<file path="src/rtl/muldiv_sequencer_if.sv">
// muldiv_sequencer_if: request/writeback bundle between the execute stage
// and the iterative multiply/divide unit.
//   master : core side, drives the request (start, kill, funct3, operands, tag)
//            and observes result, tag, valid strobe and busy.
//   slave  : the multiply/divide unit.
interface muldiv_sequencer_if #(
  parameter int size = 32
);
  logic            ip_start;
  logic            ip_kill;
  logic [2:0]      ip_funct3;
  logic [size-1:0] ip_rs1;
  logic [size-1:0] ip_rs2;
  logic [4:0]      ip_rd_addr;
  logic [size-1:0] op_result;
  logic [4:0]      op_rd_addr;
  logic            op_valid;
  logic            op_busy;

  modport master (
    output ip_start, ip_kill, ip_funct3, ip_rs1, ip_rs2, ip_rd_addr,
    input  op_result, op_rd_addr, op_valid, op_busy
  );

  modport slave (
    input  ip_start, ip_kill, ip_funct3, ip_rs1, ip_rs2, ip_rd_addr,
    output op_result, op_rd_addr, op_valid, op_busy
  );
endinterface

</file>
<file path="src/rtl/muldiv_sequencer.sv">
// muldiv_sequencer: iterative RV32M multiply/divide unit.
// One shared 64-bit accumulator runs 32 shift-add (multiply) or
// restoring-subtract (divide) steps on operand magnitudes; the sign is
// applied afterwards in FIX. Divide-by-zero and signed overflow skip the
// iteration and go straight to DONE.
// Ports:
//   ip_clk  : clock, all state changes on the rising edge
//   ip_rst  : synchronous active-high reset, overrides everything
//   bus     : slave side of muldiv_sequencer_if
//             ip_start/ip_kill/ip_funct3/ip_rs1/ip_rs2/ip_rd_addr in,
//             op_result/op_rd_addr/op_valid/op_busy out
module muldiv_sequencer #(
  parameter int size      = 32,
  parameter int cnt_width = 5
) (
  input  logic               ip_clk,
  input  logic               ip_rst,
  muldiv_sequencer_if.slave  bus
);

  typedef enum logic [1:0] {IDLE, CALC, FIX, DONE} state_t;

  localparam logic [cnt_width-1:0] cnt_last = cnt_width'(size - 1);
  localparam logic [size-1:0]      min_int  = {1'b1, {(size-1){1'b0}}};

  state_t                 state_reg, state_next;
  logic [2:0]             funct3_reg;
  logic [4:0]             rd_addr_reg;
  logic [size-1:0]        operand_reg;   // multiplicand (mul) or divisor (div)
  logic [2*size-1:0]      acc_reg;       // {hi, lo} product or {rem, quot}
  logic [cnt_width-1:0]   cnt_reg;
  logic                   sign_reg;      // negate the selected result in FIX
  logic [size-1:0]        result_reg;

  // Request decode, only meaningful in IDLE.
  logic            is_div, a_signed, b_signed, sign_a, sign_b;
  logic [size-1:0] abs_a, abs_b;
  logic            div_zero, div_ovf, special, accept;
  logic [size-1:0] special_val;

  assign is_div   = bus.ip_funct3[2];
  // MULH, MULHSU, DIV, REM treat rs1 as signed; MULH, DIV, REM treat rs2 as signed.
  assign a_signed = is_div ? ~bus.ip_funct3[0] : (bus.ip_funct3[1] ^ bus.ip_funct3[0]);
  assign b_signed = is_div ? ~bus.ip_funct3[0] : (bus.ip_funct3[1:0] == 2'b01);
  assign sign_a   = a_signed & bus.ip_rs1[size-1];
  assign sign_b   = b_signed & bus.ip_rs2[size-1];
  assign abs_a    = sign_a ? -bus.ip_rs1 : bus.ip_rs1;
  assign abs_b    = sign_b ? -bus.ip_rs2 : bus.ip_rs2;

  assign div_zero = is_div & (bus.ip_rs2 == '0);
  assign div_ovf  = is_div & ~bus.ip_funct3[0] & (bus.ip_rs1 == min_int) & (bus.ip_rs2 == '1);
  assign special  = div_zero | div_ovf;
  assign accept   = (state_reg == IDLE) & bus.ip_start & ~bus.ip_kill;

  // funct3[1] distinguishes REM* from DIV*.
  always_comb begin
    special_val = '0;
    if (div_zero)
      special_val = bus.ip_funct3[1] ? bus.ip_rs1 : '1;
    else
      special_val = bus.ip_funct3[1] ? '0 : min_int;
  end

  // One multiply step: conditional add into the upper half, keeping the
  // carry so the 64-bit right shift brings it in at the top.
  logic [size:0]     mul_upper;
  logic [2*size-1:0] mul_step;
  assign mul_upper = acc_reg[0] ? ({1'b0, acc_reg[2*size-1:size]} + {1'b0, operand_reg})
                                : {1'b0, acc_reg[2*size-1:size]};
  assign mul_step  = {mul_upper, acc_reg[size-1:1]};

  // One restoring divide step: the shifted remainder needs size+1 bits.
  // When the trial succeeds the difference is below the divisor, so the
  // low size bits of the subtraction are exact.
  logic [size:0]     rem_shift;
  logic              div_ge;
  logic [size-1:0]   div_diff;
  logic [2*size-1:0] div_step;
  assign rem_shift = acc_reg[2*size-1:size-1];
  assign div_ge    = rem_shift >= {1'b0, operand_reg};
  assign div_diff  = rem_shift[size-1:0] - operand_reg;
  assign div_step  = {div_ge ? div_diff : rem_shift[size-1:0], acc_reg[size-2:0], div_ge};

  // Sign fix-up and output selection.
  logic [2*size-1:0] prod_fix;
  logic [size-1:0]   div_raw, div_fix, fix_val;
  assign prod_fix = sign_reg ? -acc_reg : acc_reg;
  assign div_raw  = funct3_reg[1] ? acc_reg[2*size-1:size] : acc_reg[size-1:0];
  assign div_fix  = sign_reg ? -div_raw : div_raw;
  always_comb begin
    fix_val = div_fix;
    if (!funct3_reg[2])
      fix_val = (funct3_reg[1:0] == 2'b00) ? prod_fix[size-1:0] : prod_fix[2*size-1:size];
  end

  always_comb begin
    state_next = state_reg;
    case (state_reg)
      IDLE: if (accept) state_next = special ? DONE : CALC;
      CALC: begin
        if (bus.ip_kill)            state_next = IDLE;
        else if (cnt_reg == cnt_last) state_next = FIX;
      end
      FIX:  state_next = bus.ip_kill ? IDLE : DONE;
      DONE: state_next = IDLE;
      default: state_next = IDLE;
    endcase
  end

  always_ff @(posedge ip_clk) begin
    if (ip_rst) state_reg <= IDLE;
    else        state_reg <= state_next;
  end

  always_ff @(posedge ip_clk) begin
    if (ip_rst) begin
      funct3_reg  <= '0;
      rd_addr_reg <= '0;
      operand_reg <= '0;
      acc_reg     <= '0;
      cnt_reg     <= '0;
      sign_reg    <= 1'b0;
      result_reg  <= '0;
    end else begin
      case (state_reg)
        IDLE: if (accept) begin
          funct3_reg  <= bus.ip_funct3;
          rd_addr_reg <= bus.ip_rd_addr;
          cnt_reg     <= '0;
          // Remainder takes the dividend's sign; product and quotient the xor.
          sign_reg    <= (is_div & bus.ip_funct3[1]) ? sign_a : (sign_a ^ sign_b);
          operand_reg <= is_div ? abs_b : abs_a;
          acc_reg     <= {{size{1'b0}}, is_div ? abs_a : abs_b};
          if (special) result_reg <= special_val;
        end
        CALC: if (!bus.ip_kill) begin
          acc_reg <= funct3_reg[2] ? div_step : mul_step;
          cnt_reg <= cnt_reg + cnt_width'(1);
        end
        FIX: if (!bus.ip_kill) result_reg <= fix_val;
        default: ;
      endcase
    end
  end

  assign bus.op_result  = result_reg;
  assign bus.op_rd_addr = rd_addr_reg;
  assign bus.op_valid   = (state_reg == DONE) & ~bus.ip_kill;
  assign bus.op_busy    = (state_reg != IDLE);

endmodule

</file>
<file path="src/flat_wrapper.sv">
// flat-port wrapper written by rule: the top's interface ports become plain ports
module muldiv_sequencer_flat 
#(
  parameter int size      = 32,
  parameter int cnt_width = 5
)
  (ip_clk, ip_rst, bus_ip_start, bus_ip_kill, bus_ip_funct3, bus_ip_rs1, bus_ip_rs2, bus_ip_rd_addr, bus_op_result, bus_op_rd_addr, bus_op_valid, bus_op_busy);
  muldiv_sequencer_if #(.size(size)) bus_i ();
  input  logic ip_clk;
  input  logic ip_rst;
  input wire logic [$bits(bus_i.ip_start)-1:0] bus_ip_start;
  input wire logic [$bits(bus_i.ip_kill)-1:0] bus_ip_kill;
  input wire logic [$bits(bus_i.ip_funct3)-1:0] bus_ip_funct3;
  input wire logic [$bits(bus_i.ip_rs1)-1:0] bus_ip_rs1;
  input wire logic [$bits(bus_i.ip_rs2)-1:0] bus_ip_rs2;
  input wire logic [$bits(bus_i.ip_rd_addr)-1:0] bus_ip_rd_addr;
  output wire logic [$bits(bus_i.op_result)-1:0] bus_op_result;
  output wire logic [$bits(bus_i.op_rd_addr)-1:0] bus_op_rd_addr;
  output wire logic [$bits(bus_i.op_valid)-1:0] bus_op_valid;
  output wire logic [$bits(bus_i.op_busy)-1:0] bus_op_busy;
  assign bus_i.ip_start = bus_ip_start;
  assign bus_i.ip_kill = bus_ip_kill;
  assign bus_i.ip_funct3 = bus_ip_funct3;
  assign bus_i.ip_rs1 = bus_ip_rs1;
  assign bus_i.ip_rs2 = bus_ip_rs2;
  assign bus_i.ip_rd_addr = bus_ip_rd_addr;
  assign bus_op_result = bus_i.op_result;
  assign bus_op_rd_addr = bus_i.op_rd_addr;
  assign bus_op_valid = bus_i.op_valid;
  assign bus_op_busy = bus_i.op_busy;
  muldiv_sequencer #(.size(size), .cnt_width(cnt_width)) u_core (.ip_clk(ip_clk), .ip_rst(ip_rst), .bus(bus_i));
endmodule
</file>
<file path="config.mk">
export PLATFORM = sky130hd
export DESIGN_NAME = muldiv_sequencer_flat
export DESIGN_NICKNAME = d
export VERILOG_FILES = /design/src/rtl/muldiv_sequencer_if.sv /design/src/rtl/muldiv_sequencer.sv /design/src/flat_wrapper.sv
export SDC_FILE = /design/constraint.sdc
export NUM_CORES = 1
export LEC_CHECK = 0
export ABC_AREA = 1
export CORE_ASPECT_RATIO = 1.25
export CORE_MARGIN = 2
export CORE_UTILIZATION = 30
export CTS_CLUSTER_DIAMETER = 60
export DETAILED_ROUTE_END_ITERATION = 8
export PLACE_DENSITY = 0.55
export SYNTH_ARGS = -nofsm -noshare
export SYNTH_HDL_FRONTEND = slang
export SYNTH_SLANG_ARGS = --single-unit
</file>
<file path="constraint.sdc">
create_clock -name ip_clk -period 4.55 [get_ports ip_clk]
set_clock_uncertainty 0.15 [all_clocks]
set_input_delay 0.455 -clock ip_clk [delete_from_list [all_inputs] [get_ports ip_clk]]
set_output_delay 0.455 -clock ip_clk [all_outputs]
set_load 0.05 [all_outputs]
</file>
# Word level (Yosys, flattened, before mapping)

Index checks and enable logic that the tools add are counted.

Output and inout port bits: 39
Flip-flop bits (word level): 144
Input port bits: 76
Word-level logic and storage cells: 87

Reduce and logical (&&, ||, !) cells: 10
Magnitude comparators: 1
Add/sub/neg operators: 7
Bitwise gates (word level): 15
Multiplexer cells: 34
Equality and inequality tests: 12

Operators with widths:

| cell                                                                  | count |
|---|---|
| 32-bit 2-to-1 mux                                                     | 15 |
| 64-bit 2-to-1 mux                                                     | 4 |
| 64-bit case mux with 2 select lines                                   | 1 |
| 32-bit negator                                                        | 3 |
| 32-bit equality test, second input constant                           | 2 |
| 64-bit negator                                                        | 1 |
| 32-bit case mux with 2 select lines                                   | 1 |
| 32-bit by 32-bit adder with 33-bit output                             | 1 |
| 33-bit by 32-bit greater-or-equal comparator with 1-bit output        | 1 |
| 33-bit 2-to-1 mux                                                     | 1 |
| 32-bit logical NOT                                                    | 1 |
| 32-bit subtractor                                                     | 1 |
| 1-bit bitwise AND                                                     | 10 |
| 2-bit 2-to-1 mux                                                      | 5 |
| 5-bit 2-to-1 mux                                                      | 2 |
| 5-bit case mux with 2 select lines                                    | 1 |
| 2-bit case mux with 4 select lines                                    | 1 |
| 2-bit nonzero test                                                    | 3 |
| 5-bit by 1-bit adder with 5-bit output, second input constant         | 1 |
| 5-bit equality test, second input constant                            | 1 |
| 2-bit by 1-bit equality test with 1-bit output, second input constant | 2 |
| 2-bit equality test, second input constant                            | 2 |
| 2-bit logical NOT                                                     | 2 |
| 2-bit by 1-bit != test with 1-bit output, second input constant       | 2 |
| other kinds (9)                                                       | 15 |

# Longest topological paths before layout

Gate-level depths: netlist (run 1).

Word-level depth: 8
Gate-level depth with buffers: 20
Mapped depth without buffers: 19

# Worst setup path after synthesis (run 1)

OpenSTA, ideal clock, no wires.

Kind: reg-to-reg
From: register u_core.acc_reg[0]
To: register u_core.result_reg[14] (netlist: u_core.bus.op_result[14])
Period minus slack after synthesis: 2.651 ns
Stages on the path, launching flop included: 16
Data arrival time: 2.384 ns
Setup slack: 1.899 ns
Cell sequence: dfxtp_1 clkbuf_1 inv_1 clkbuf_1 clkbuf_1 ha_1 nand3_1 nor2_2 nand3_2 o21ai_4 nand2_2 or2_0 nand3_1 nand3_1 nand2_1 a21oi_1

Word-level cells in the longest chain between the ends: 6

Ends and longest elaborated chain:

| element                                                    | line                                           | text |
|---|---|---|
| start, declared                                            | muldiv_sequencer.sv:30                         | `logic [2*size-1:0] acc_reg;` |
| start signal, assigned                                     | muldiv_sequencer.sv:133                        | `acc_reg <= {{size{1'b0}}, is_div ? abs_a : abs_b};` |
| start signal, assigned                                     | muldiv_sequencer.sv:137                        | `acc_reg <= funct3_reg[2] ? div_step : mul_step;` |
| 64-bit negator / 32-bit 2-to-1 mux (equally long branches) | muldiv_sequencer.sv:87, muldiv_sequencer.sv:88 |  |
| 64-bit 2-to-1 mux / 32-bit negator (equally long branches) | muldiv_sequencer.sv:87, muldiv_sequencer.sv:89 |  |
| 32-bit 2-to-1 mux (on tied branches)                       | muldiv_sequencer.sv:93, muldiv_sequencer.sv:89 |  |
| 32-bit 2-to-1 mux (*)                                      | muldiv_sequencer.sv:92                         | `if (!funct3_reg[2])` |
| 32-bit 2-to-1 mux (*)                                      | muldiv_sequencer.sv:140                        | `FIX: if (!bus.ip_kill) result_reg <= fix_val;` |
| 32-bit case mux with 2 select lines (*)                    | muldiv_sequencer.sv:125                        | `case (state_reg)` |
| end signal, assigned                                       | muldiv_sequencer.sv:134                        | `if (special) result_reg <= special_val;` |
| end signal, assigned                                       | muldiv_sequencer.sv:140                        |  |
| end, declared                                              | muldiv_sequencer.sv:33                         | `logic [size-1:0] result_reg;` |

Mark *: on every way between the ends. The rest lies on a longest branch, timed or not. The select of a mux whose other input is x is not followed.
A chain may end at the register's enable or synchronous reset.

# Final worst setup path (run 1)

From: register u_core.acc_reg[57]
To: register u_core.acc_reg[50]

Word-level cells in the longest chain between the ends: 5

Ends and longest elaborated chain:

| element                                                        | line                    | text |
|---|---|---|
| 33-bit by 32-bit greater-or-equal comparator with 1-bit output | muldiv_sequencer.sv:80  | `assign div_ge = rem_shift >= {1'b0, operand_reg};` |
| 32-bit 2-to-1 mux                                              | muldiv_sequencer.sv:82  | `assign div_step = {div_ge ? div_diff : rem_shift[size-1:0], acc_reg[size-2:0], div_ge};` |
| 64-bit 2-to-1 mux                                              | muldiv_sequencer.sv:137 |  |
| 64-bit 2-to-1 mux                                              | muldiv_sequencer.sv:136 | `CALC: if (!bus.ip_kill) begin` |
| 64-bit case mux with 2 select lines                            | muldiv_sequencer.sv:125 |  |

No other way between the ends. The select of a mux whose other input is x is not followed.

==> results of run 1 <==
[worst max path at each step]
stage,slack (ns),endpoint,start,depth (start not counted)
after global routing,0.97,u_core.acc_reg[49]$_SDFFE_PP0P_,u_core.acc_reg[51]$_SDFFE_PP0P_,14
after global placement,1.10,u_core.bus.op_result[28]$_SDFFE_PP0P_,bus_ip_rs1[0],14
after CTS,1.19,u_core.acc_reg[50]$_SDFFE_PP0P_,u_core.acc_reg[57]$_SDFFE_PP0P_,11
final,1.11,u_core.acc_reg[50]$_SDFFE_PP0P_,u_core.acc_reg[57]$_SDFFE_PP0P_,11
after detailed placement,1.08,u_core.bus.op_result[28]$_SDFFE_PP0P_,bus_ip_rs1[0],14
after floorplan,1.90,u_core.bus.op_result[14]$_SDFFE_PP0P_,u_core.acc_reg[0]$_SDFFE_PP0P_,15
[power groups by stage]
| stage | logic, mW | registers, mW | clock network, mW |
|---|---|---|---|
| finish | 2.29 | 1.48 | 1.54 |
| global placement | 2.24 | 1.50 | 0 |
| CTS | 2.24 | 1.47 | 1.55 |
| detailed placement | 2.23 | 1.49 | 0 |
| floorplan | 1.50 | 1.44 | 0 |
| global route | 2.50 | 1.47 | 1.60 |
[synth_stat cells, types with 15 or more instances]
library cell     n  area [um2]
nand4_1         63         394
buf_1           15        56.3
nand3_1        311        1560
o21ai_1         31         155
ha_1            72         901
nor2_1         387        1450
inv_1          408        1530
nor2_2          24         150
buf_2           28         140
a21oi_1        329        1650
clkbuf_1        79         297
nand2_1       1011        3790
dfxtp_1        144        2880
xor2_1          64         561
o211ai_1        29         218
o21ai_2         17         149
nor3_1          33         165
o21ai_0        239        1200
[worst reg2reg max path, stage by stage, from the launching register on]
cell     delay [ns]
dfxtp_1        0.78
ha_1           0.42
a21oi_1        0.23
o21ai_0        0.14
a21oi_1        0.17
nand2_1        0.10
nor2_4         0.28
nand2_8        0.29
nand3_1        0.27
nand3_1        0.24
nand3_1        0.16
a21oi_1        0.07
[logic make-up (layout without fill, tap and decap cells)]
family / count (synthesis) / after routing
AND/OR/NAND/NOR: 1883 / 1883
AO/OA/AOI/OAI: 701 / 701
buffers and inverters: 564 / 622
flip-flops: 144 / 144
adder cells (fa/ha/maj): 74 / 74
XOR/XNOR: 73 / 73
[per-layer routing]
metal	share of wire	vias to the layer above	wire length, um
met3	0.066	301	6180
met2	0.46	1105	42800
met5	0.00011	-	10
met4	0.089	2	8330
met1	0.39	10500	36500
li1	-	11300	-
[stage by stage]
| step | cell area [um2] | instances | setup slack, ns | util |
|---|---|---|---|---|
| after floorplan | 18500 | 3439 | 1.90 | - |
| after global placement | 20400 | 4290 | 1.10 | 0.336 |
| after detailed placement | 20400 | 4290 | 1.08 | 0.336 |
| after CTS | 21000 | 4321 | 1.19 | 0.345 |
| after global routing | 21000 | 4321 | 0.965 | 0.345 |
| final | 21000 | 4321 | 1.11 | 0.345 |
[area by class of cell]
type,count,area [um2],share of cell area
clock inverters,12,158,0.00751
well taps,824,1030,0.0491
clock buffers,19,443,0.0211
inverters,426,1600,0.0762
multi-input cells,2731,13300,0.635
repair buffers,165,1530,0.0729
flip-flops and latches,144,2890,0.138
==> impl_metrics.py, run 1 <==
metrics = {
    "power": {
        "irDropWorstVdd_uv": 299,
        "p_leak_nw": 10.0,
        "clkPwrFrac": 0.291,
        "internal_power_mw": 2.87,
        "total_power_mw": 5.31,
        "p_sw_mw": 2.45,
        "combPwrFrac": 0.432,
        "p_sw_frac": 0.461,
        "seqPwrFrac": 0.278,
        "power.density_mw_per_mm2": 253,
    },
    "die": {
        "ios": 115,
        "coreArea_mm2": 0.0608,
        "dieWidth_um": 226,
        "fp.dieH_um": 281,
        "dieArea_mm2": 0.0636,
        "num_rows": 101,
        "start_util": 0.304,
    },
    "synth": {
        "synth_nets": 3589,
        "synth_cells": 3439,
        "yosys_warnings": 0,
        "synth_cell_type_count": 54,
        "synth_top_flop_cell": "dfxtp_1",
        "synth_area_mm2": 0.0185,
        "seq_area_frac_synth": 0.156,
        "synth_simple_gate_area_frac": 0.430,
        "synth-xor-area-share": 0.0346,
        "syn_area_per_cell_um2": 5.37,
        "synth_mux_area_frac": 0,
        "yosys.area_share.adder": 0.0509,
        "synth_top_family_by_area": "simple AND/OR/NAND/NOR gates",
        "synth_edf_count": 0,
        "synth-seq-cells": 144,
        "synth_compound_area_frac": 0.206,
        "synthArstFlopShare": 0,
    },
    "grt": {
        "grt_overflow_total": 0,
        "antenna_found_initial": 2,
        "grt_pass1_wl_mm": 138,
        "grt_usage": 0.292,
        "grt_max_degree": 67,
        "grtUsageMet1": 0.338,
        "met3_usage": 0.0405,
        "busiest_layer": "met2",
        "grt_pass1_vias": 21900,
        "global_route.usage.met2": 0.487,
    },
    "final_layout": {
        "drive_gt1_frac": 0.0509,
        "final_common_cell": "nand2_1",
        "fin_nets": 3635,
        "area_growth_pct": 13.6,
        "nFillCells": 7006,
        "final_cell_mix": "1011 x nand2_1, 406 x inv_1, 385 x nor2_1",
        "diodes": 0,
        "largest_register_ff_count": 64,
    },
    "route": {
        "ant_nets": 0,
        "routed_wl_mm": 93.8,
        "drc": 0,
        "drtIter0Drc": 2298,
        "routed_via_density": 5.38,
        "wire_per_inst_um": 21.7,
        "drt_pre_antenna_iters": 8,
        "vias": 23300,
    },
    "worst_setup_path": {
        "crit_family": "simple AND/OR/NAND/NOR gates",
        "crit_type": "register to register",
        "r2r-start": "u_core.acc_reg[57]$_SDFFE_PP0P_",
        "crit_required_ns": 4.72,
        "arrival_ns": 3.62,
        "crit_buf_inv": 0,
        "cp-start-kind": "register",
        "crit_fanout": 46,
        "timing.rr.end": "u_core.acc_reg[50]$_SDFFE_PP0P_",
        "r2r_cells": 11,
        "slowest_stage": "dfxtp_1",
        "end_kind": "register",
        "crit_path_cell_trace": "ha_1, a21oi_1, o21ai_0, a21oi_1, nand2_1, nor2_4, nand2_8, nand3_1, nand3_1, nand3_1, a21oi_1",
        "reg2reg_slack_ns": 1.11,
        "max_stage_delay_ns": 0.78,
    },
    "clock_network": {
        "post_cts_buffers": 0,
        "worstSkewPairLatency_ns": 0.48,
        "clockBufferDepth": 2,
        "cts_tree": "built",
        "numCtsBuffers": 17,
        "clock-sinks": 144,
        "ctsHoldBuffers": 0,
        "htreeDepth": 4,
        "clock-root-buffer": "clkbuf_16",
        "clkTransAtPathRegs_ns": 0.08,
        "cts_resized": 0,
    },
    "sta": {
        "slew_headroom": 0.284,
        "finalSetupViolations": 0,
        "worstMarginPinSlew_ns": 1.07,
        "rsz0062_at_grt": "false",
        "max_freq_ghz": 0.290,
        "min_period_ns": 3.44,
        "hold_viol_final": 0,
        "period_share": 0.757,
        "holdWs_ns": 0.339,
        "tns_ns": 0,
        "slew_violations": 0,
    },
    "min_path": {
        "hold_start": "u_core.cnt_reg[1]$_SDFFE_PP0P_",
        "hp-class": "register to register",
        "hold_path_end": "u_core.cnt_reg[1]$_SDFFE_PP0P_",
        "min_path_cells": 2,
    },
    "place": {
        "port-buffer-count": 114,
        "dpl.hpwl_mm": 76.1,
        "routabilityCongestion": 1.03,
    },
    "run": {
        "drv_cap": 0,
    },
    "outcome": {
        "status": "finished, final reports clean",
    },
}
(Power assumes the default switching activity.)
==> inputs of run 2 (changes only) <==
==> constraint.sdc (replaced) <==
create_clock -name ip_clk -period 3.4 [get_ports ip_clk]
set_clock_uncertainty 0.15 [all_clocks]
set_input_delay 0.34 -clock ip_clk [delete_from_list [all_inputs] [get_ports ip_clk]]
set_output_delay 0.34 -clock ip_clk [all_outputs]
set_load 0.05 [all_outputs]
==> impl_metrics.py, run 2 (synthesis gave the netlist of run 1 again) <==
metrics = {
    "route": {
        "routed_wl_mm": 95.9,
        "ant_nets": 0,
        "vias": 23600,
        "drt_pre_antenna_iters": 8,
        "routed_via_density": 5.40,
        "drc": 0,
        "drtIter0Drc": 2553,
        "wire_per_inst_um": 21.9,
    },
    "clock_network": {
        "numCtsBuffers": 17,
        "post_cts_buffers": 0,
        "cts_resized": 0,
        "worstSkewPairLatency_ns": 0.49,
        "clkTransAtPathRegs_ns": 0.07,
        "clockBufferDepth": 2,
        "ctsHoldBuffers": 0,
        "cts_tree": "built",
        "clock-root-buffer": "clkbuf_16",
        "htreeDepth": 4,
        "clock-sinks": 144,
    },
    "final_layout": {
        "nFillCells": 6922,
        "final_common_cell": "nand2_1",
        "drive_gt1_frac": 0.0645,
        "finalNonFillerCells": 4372,
        "final_cell_mix": "1011 x nand2_1, 406 x inv_1, 385 x nor2_1",
        "fin_nets": 3686,
        "largest_register_ff_count": 64,
        "area_growth_pct": 16.2,
        "diodes": 0,
    },
    "die": {
        "dieWidth_um": 226,
        "ios": 115,
        "num_rows": 101,
        "coreArea_mm2": 0.0608,
        "fp.dieH_um": 281,
        "dieArea_mm2": 0.0636,
        "start_util": 0.304,
    },
    "worst_setup_path": {
        "crit_fanout": 13,
        "crit_type": "register to register",
        "cp-start-kind": "register",
        "arrival_ns": 3.49,
        "crit_required_ns": 3.68,
        "end_kind": "register",
    },
    "sta": {
        "period_share": 0.944,
        "holdWs_ns": 0.323,
        "rsz0062_at_grt": "false",
        "slew_violations": 0,
        "tns_ns": 0,
        "slew_headroom": 0.289,
        "min_period_ns": 3.21,
        "worstMarginPinSlew_ns": 1.07,
        "max_freq_ghz": 0.312,
        "finalSetupViolations": 0,
        "hold_viol_final": 0,
    },
    "power": {
        "p_sw_mw": 3.32,
        "irDropWorstVdd_uv": 465,
        "p_leak_nw": 10.3,
        "clkPwrFrac": 0.275,
        "power.density_mw_per_mm2": 336,
        "seqPwrFrac": 0.267,
        "p_sw_frac": 0.461,
        "combPwrFrac": 0.458,
        "internal_power_mw": 3.89,
    },
    "run": {
        "drv_cap": 0,
    },
    "place": {
        "port-buffer-count": 114,
        "routabilityCongestion": 0.998,
        "dp.cells": 4341,
        "dpl.hpwl_mm": 78.0,
    },
    "grt": {
        "grt_usage": 0.299,
        "grt_pass1_vias": 22200,
        "grt_overflow_total": 0,
        "grt_max_degree": 148,
        "grt_pass1_wl_mm": 141,
        "antenna_found_initial": 0,
    },
    "min_path": {
        "hp-class": "primary input to register",
    },
    "outcome": {
        "status": "finished, final reports clean",
    },
}
[run 2: changes by cell type in the layout (fill, tap and decap cells not counted)]
cell,change
clkinv_2,-1
buf_4,+42
inv_6,-1
bufinv_16,-1
buf_12,+9
clkbuf_8,+1
clkinvlp_4,+1
clkinv_4,+1
[run 2: worst max-delay path, stage by stage, from the launching register on]
cell and delay [ns]:
dfxtp_1 0.59, inv_1 0.27, ha_1 0.45, nand2_1 0.12
nor2_2 0.17, nand2_1 0.10, nor4_2 0.26, nand2_4 0.12
nand2_8 0.15, buf_12 0.14, nand2_1 0.05, nor2_1 0.25
nor2_1 0.07, nor2_1 0.10, nor2_1 0.05, nor2_1 0.08
[run 2: per-stage QoR]
step	cell area (um2)	setup WS [ns]	utilization	total power, mW
finish	21500	0.192	0.353	7.21
global route	21500	0.0933	0.353	7.56
CTS	21500	0.287	0.353	7.14
detailed placement	20900	0.301	0.344	5.16
global placement	20900	0.300	0.344	5.17
floorplan	18500	0.749	-	3.94
[run 2: power groups by stage]
stage,clock (mW),combinational [mW],sequential (mW)
6_report,1.98,3.31,1.93
3_5_place_dp,0,3.21,1.95
3_3_place_gp,0,3.22,1.95
4_1_cts,2.00,3.22,1.91
2_1_floorplan,0,2.01,1.93
5_1_grt,2.06,3.58,1.92
[run 2: final timing paths]
check / slack (ns) / from / end / cells after the start
max: 0.19 / u_core.operand_reg[25]$_SDFFE_PP0P_ / u_core.acc_reg[58]$_SDFFE_PP0P_ / 15
max reg2reg: 0.19 / u_core.operand_reg[25]$_SDFFE_PP0P_ / u_core.acc_reg[58]$_SDFFE_PP0P_ / 15
min: 0.32 / bus_ip_rd_addr[0] / u_core.bus.op_rd_addr[0]$_SDFFE_PP0P_ / 3
min reg2reg: 0.33 / u_core.cnt_reg[4]$_SDFFE_PP0P_ / u_core.cnt_reg[4]$_SDFFE_PP0P_ / 2
[run 2: metal layers]
layer | track usage | vias up | share of wire
met5 | 0 | - | 0
met4 | 0.244 | 0 | 0.095
met3 | 0.0556 | 336 | 0.071
met2 | 0.489 | 1159 | 0.45
met1 | 0.341 | 10700 | 0.39
li1 | - | 11400 | -
[run 2: cell type report]
type	count	area [um2]	share of cell area
sequential	144	2890	0.135
clock inverter	11	130	0.00606
timing repair buffer	216	2030	0.0944
multi-input combinational	2731	13300	0.621
inverter	426	1600	0.0744
tap	824	1030	0.0480
clock buffer	20	457	0.0213
==> inputs of run 3 (changes only) <==
--- a/config.mk
+++ b/config.mk
@@ -11,7 +11,7 @@
 export CORE_UTILIZATION = 30
 export CTS_CLUSTER_DIAMETER = 60
 export DETAILED_ROUTE_END_ITERATION = 8
-export PLACE_DENSITY = 0.55
+export PLACE_DENSITY = 0.57
 export SYNTH_ARGS = -nofsm -noshare
 export SYNTH_HDL_FRONTEND = slang
 export SYNTH_SLANG_ARGS = --single-unit
==> constraint.sdc (replaced) <==
create_clock -name ip_clk -period 2.75 [get_ports ip_clk]
set_clock_uncertainty 0.15 [all_clocks]
set_input_delay 0.275 -clock ip_clk [delete_from_list [all_inputs] [get_ports ip_clk]]
set_output_delay 0.275 -clock ip_clk [all_outputs]
set_load 0.05 [all_outputs]
==> impl_metrics.py, run 3 (synthesis gave the netlist of run 1 again) <==
metrics = {
    "final_layout": {
        "multi_input_area_mm2": 0.0138,
        "area_growth_pct": 32.6,
        "largest_register_ff_count": 64,
        "seq_area_mm2": 0.00292,
        "nFillCells": 6824,
        "final_common_cell": "nand2_1",
        "drive_gt1_frac": 0.168,
        "final_cell_mix": "1001 x nand2_1, 407 x buf_4, 396 x inv_1",
        "fin_nets": 4009,
    },
    "grt": {
        "grt_usage": 0.312,
        "grt_pass1_wl_mm": 147,
        "grt_max_degree": 122,
        "grt_pass1_vias": 23700,
        "antenna_found_initial": 1,
        "grt_overflow_total": 0,
    },
    "route": {
        "drt_pre_antenna_iters": 7,
        "ant_nets": 0,
        "drc": 0,
        "routed_wl_mm": 100,
        "wire_per_inst_um": 21.4,
        "vias": 24800,
        "routed_via_density": 5.28,
        "drtIter0Drc": 2419,
    },
    "die": {
        "dieWidth_um": 226,
        "dieArea_mm2": 0.0636,
        "ios": 115,
        "coreArea_mm2": 0.0608,
        "fp.dieH_um": 281,
        "start_util": 0.304,
        "num_rows": 101,
    },
    "sta": {
        "hold_viol_final": 0,
        "tns_ns": 0,
        "slew_violations": 0,
        "rsz0062_at_grt": "true",
        "worstMarginPinSlew_ns": 0.731,
        "finalSetupViolations": 0,
        "period_share": 0.971,
        "min_period_ns": 2.67,
        "holdWs_ns": 0.181,
        "slew_headroom": 0.512,
        "max_freq_ghz": 0.374,
    },
    "worst_setup_path": {
        "end_kind": "register",
        "slowest_stage": "dfxtp_2",
        "r2r_cells": 15,
        "timing.rr.end": "u_core.acc_reg[62]$_SDFFE_PP0P_",
        "crit_type": "register to register",
        "max_stage_delay_ns": 0.39,
        "reg2reg_slack_ns": 0.08,
        "crit_end": "u_core.acc_reg[62]$_SDFFE_PP0P_",
        "crit_fanout": 8,
        "r2r-start": "u_core.operand_reg[12]$_SDFFE_PP0P_",
        "crit_required_ns": 2.99,
        "cp-start-kind": "register",
        "arrival_ns": 2.92,
        "crit_path_cell_trace": "inv_1, ha_4, nand2_1, nor2_2, nand2_1, nor2_2, nand4_1, nor2_2, nor2_4, nand2_8, buf_12, nand3_1, nand2_1, nand3_1, a21oi_1",
        "startpoint": "u_core.operand_reg[12]$_SDFFE_PP0P_",
    },
    "clock_network": {
        "clock-root-buffer": "clkbuf_16",
        "cts_tree": "built",
        "clockBufferDepth": 2,
        "htreeDepth": 4,
        "worstSkewPairLatency_ns": 0.48,
        "ctsHoldBuffers": 0,
        "clkTransAtPathRegs_ns": 0.07,
        "clock-sinks": 144,
        "numCtsBuffers": 17,
    },
    "power": {
        "p_leak_nw": 11.9,
        "total_power_mw": 9.82,
        "irDropWorstVdd_uv": 568,
        "power.density_mw_per_mm2": 401,
    },
    "run": {
        "drv_cap": 0,
    },
    "place": {
        "dpl.hpwl_mm": 83.5,
        "routabilityCongestion": 1.03,
        "port-buffer-count": 114,
    },
    "min_path": {
        "hp-class": "primary input to register",
    },
    "outcome": {
        "status": "finished, final reports clean",
    },
}
==> run 3: cell count changes in the layout (fill, tap and decap cells not counted), sizes merged <==
cell / before / now
o21ai: 288 / 289
bufinv: 2 / 4
nand2: 1021 / 1022
diode: 0 / 1
buf: 103 / 423
inv: 425 / 423
clkbuf: 20 / 22
==> run 3: final cells by class <==
class / count / share of cell area
timing repair buffer: 537 / 0.184
clock inverter: 11 / 0.00725
antenna: 1 / 0.000102
sequential: 144 / 0.119
multi-input combinational: 2733 / 0.563
tap: 824 / 0.0421
inverter: 426 / 0.0653
clock buffer: 21 / 0.0192
==> run 3: worst min path at each step <==
stage | to | slack [ns] | from | cells past startpoint
6_report | u_core.operand_reg[12]$_SDFFE_PP0P_ | 0.18 | ip_rst | 3
4_1_cts | u_core.operand_reg[12]$_SDFFE_PP0P_ | 0.15 | ip_rst | 3
3_3_place_gp | u_core.cnt_reg[4]$_SDFFE_PP0P_ | 0.31 | u_core.cnt_reg[4]$_SDFFE_PP0P_ | 2
2_1_floorplan | u_core.bus.op_rd_addr[0]$_SDFFE_PP0P_ | 0.29 | bus_ip_rd_addr[0] | 2
3_5_place_dp | u_core.cnt_reg[4]$_SDFFE_PP0P_ | 0.32 | u_core.cnt_reg[4]$_SDFFE_PP0P_ | 2
5_1_grt | u_core.operand_reg[12]$_SDFFE_PP0P_ | 0.17 | ip_rst | 3
==> run 3: per-layer routing <==
layer / part of all wire / routed length [um] / track usage / vias to the layer above
met5: 0 / 0 / 0 / -
met4: 0.090 / 9050 / 0.238 / 0
met3: 0.065 / 6510 / 0.0446 / 324
met2: 0.46 / 46500 / 0.527 / 1115
met1: 0.38 / 38300 / 0.355 / 11300
li1: - / - / - / 12100
==> run 3: worst max-delay path, delay by kind of cell (launching register included) <==
kind / cells / cell delay, ns
flops: 1 / 0.39
fa+ha+maj: 1 / 0.31
compound gates: 1 / 0.13
buf+inv: 2 / 0.23
simple gates: 11 / 1.38
==> run 3: repair_timing <==
item                       CTS  global route
cloned                       1             2
buffers inserted             2             4
pin swaps                    4            12
gates resized for setup      8           105
setup endpoints to repair   15            48
==> run 3: per-stage QoR <==
step                instances  setup slack, ns  instance area (um2)   util
detailed placement       4655           -0.125                23300  0.383
finish                   4697           0.0797                24500  0.403
floorplan                3439           0.0989                18500      -
global route             4696          -0.0190                24500  0.403
CTS                      4690          0.00418                24000  0.395
global placement         4655           -0.131                23300  0.383
==> run 3: where the power goes <==
| group | switching, mW | internal [mW] | leakage [nW] |
|---|---|---|---|
| sequential | 0.171 | 2.20 | 1.18 |
| clock | 1.06 | 1.60 | 0.305 |
| combinational | 3.03 | 1.77 | 10.4 |
| total | 4.25 | 5.57 | 11.9 |
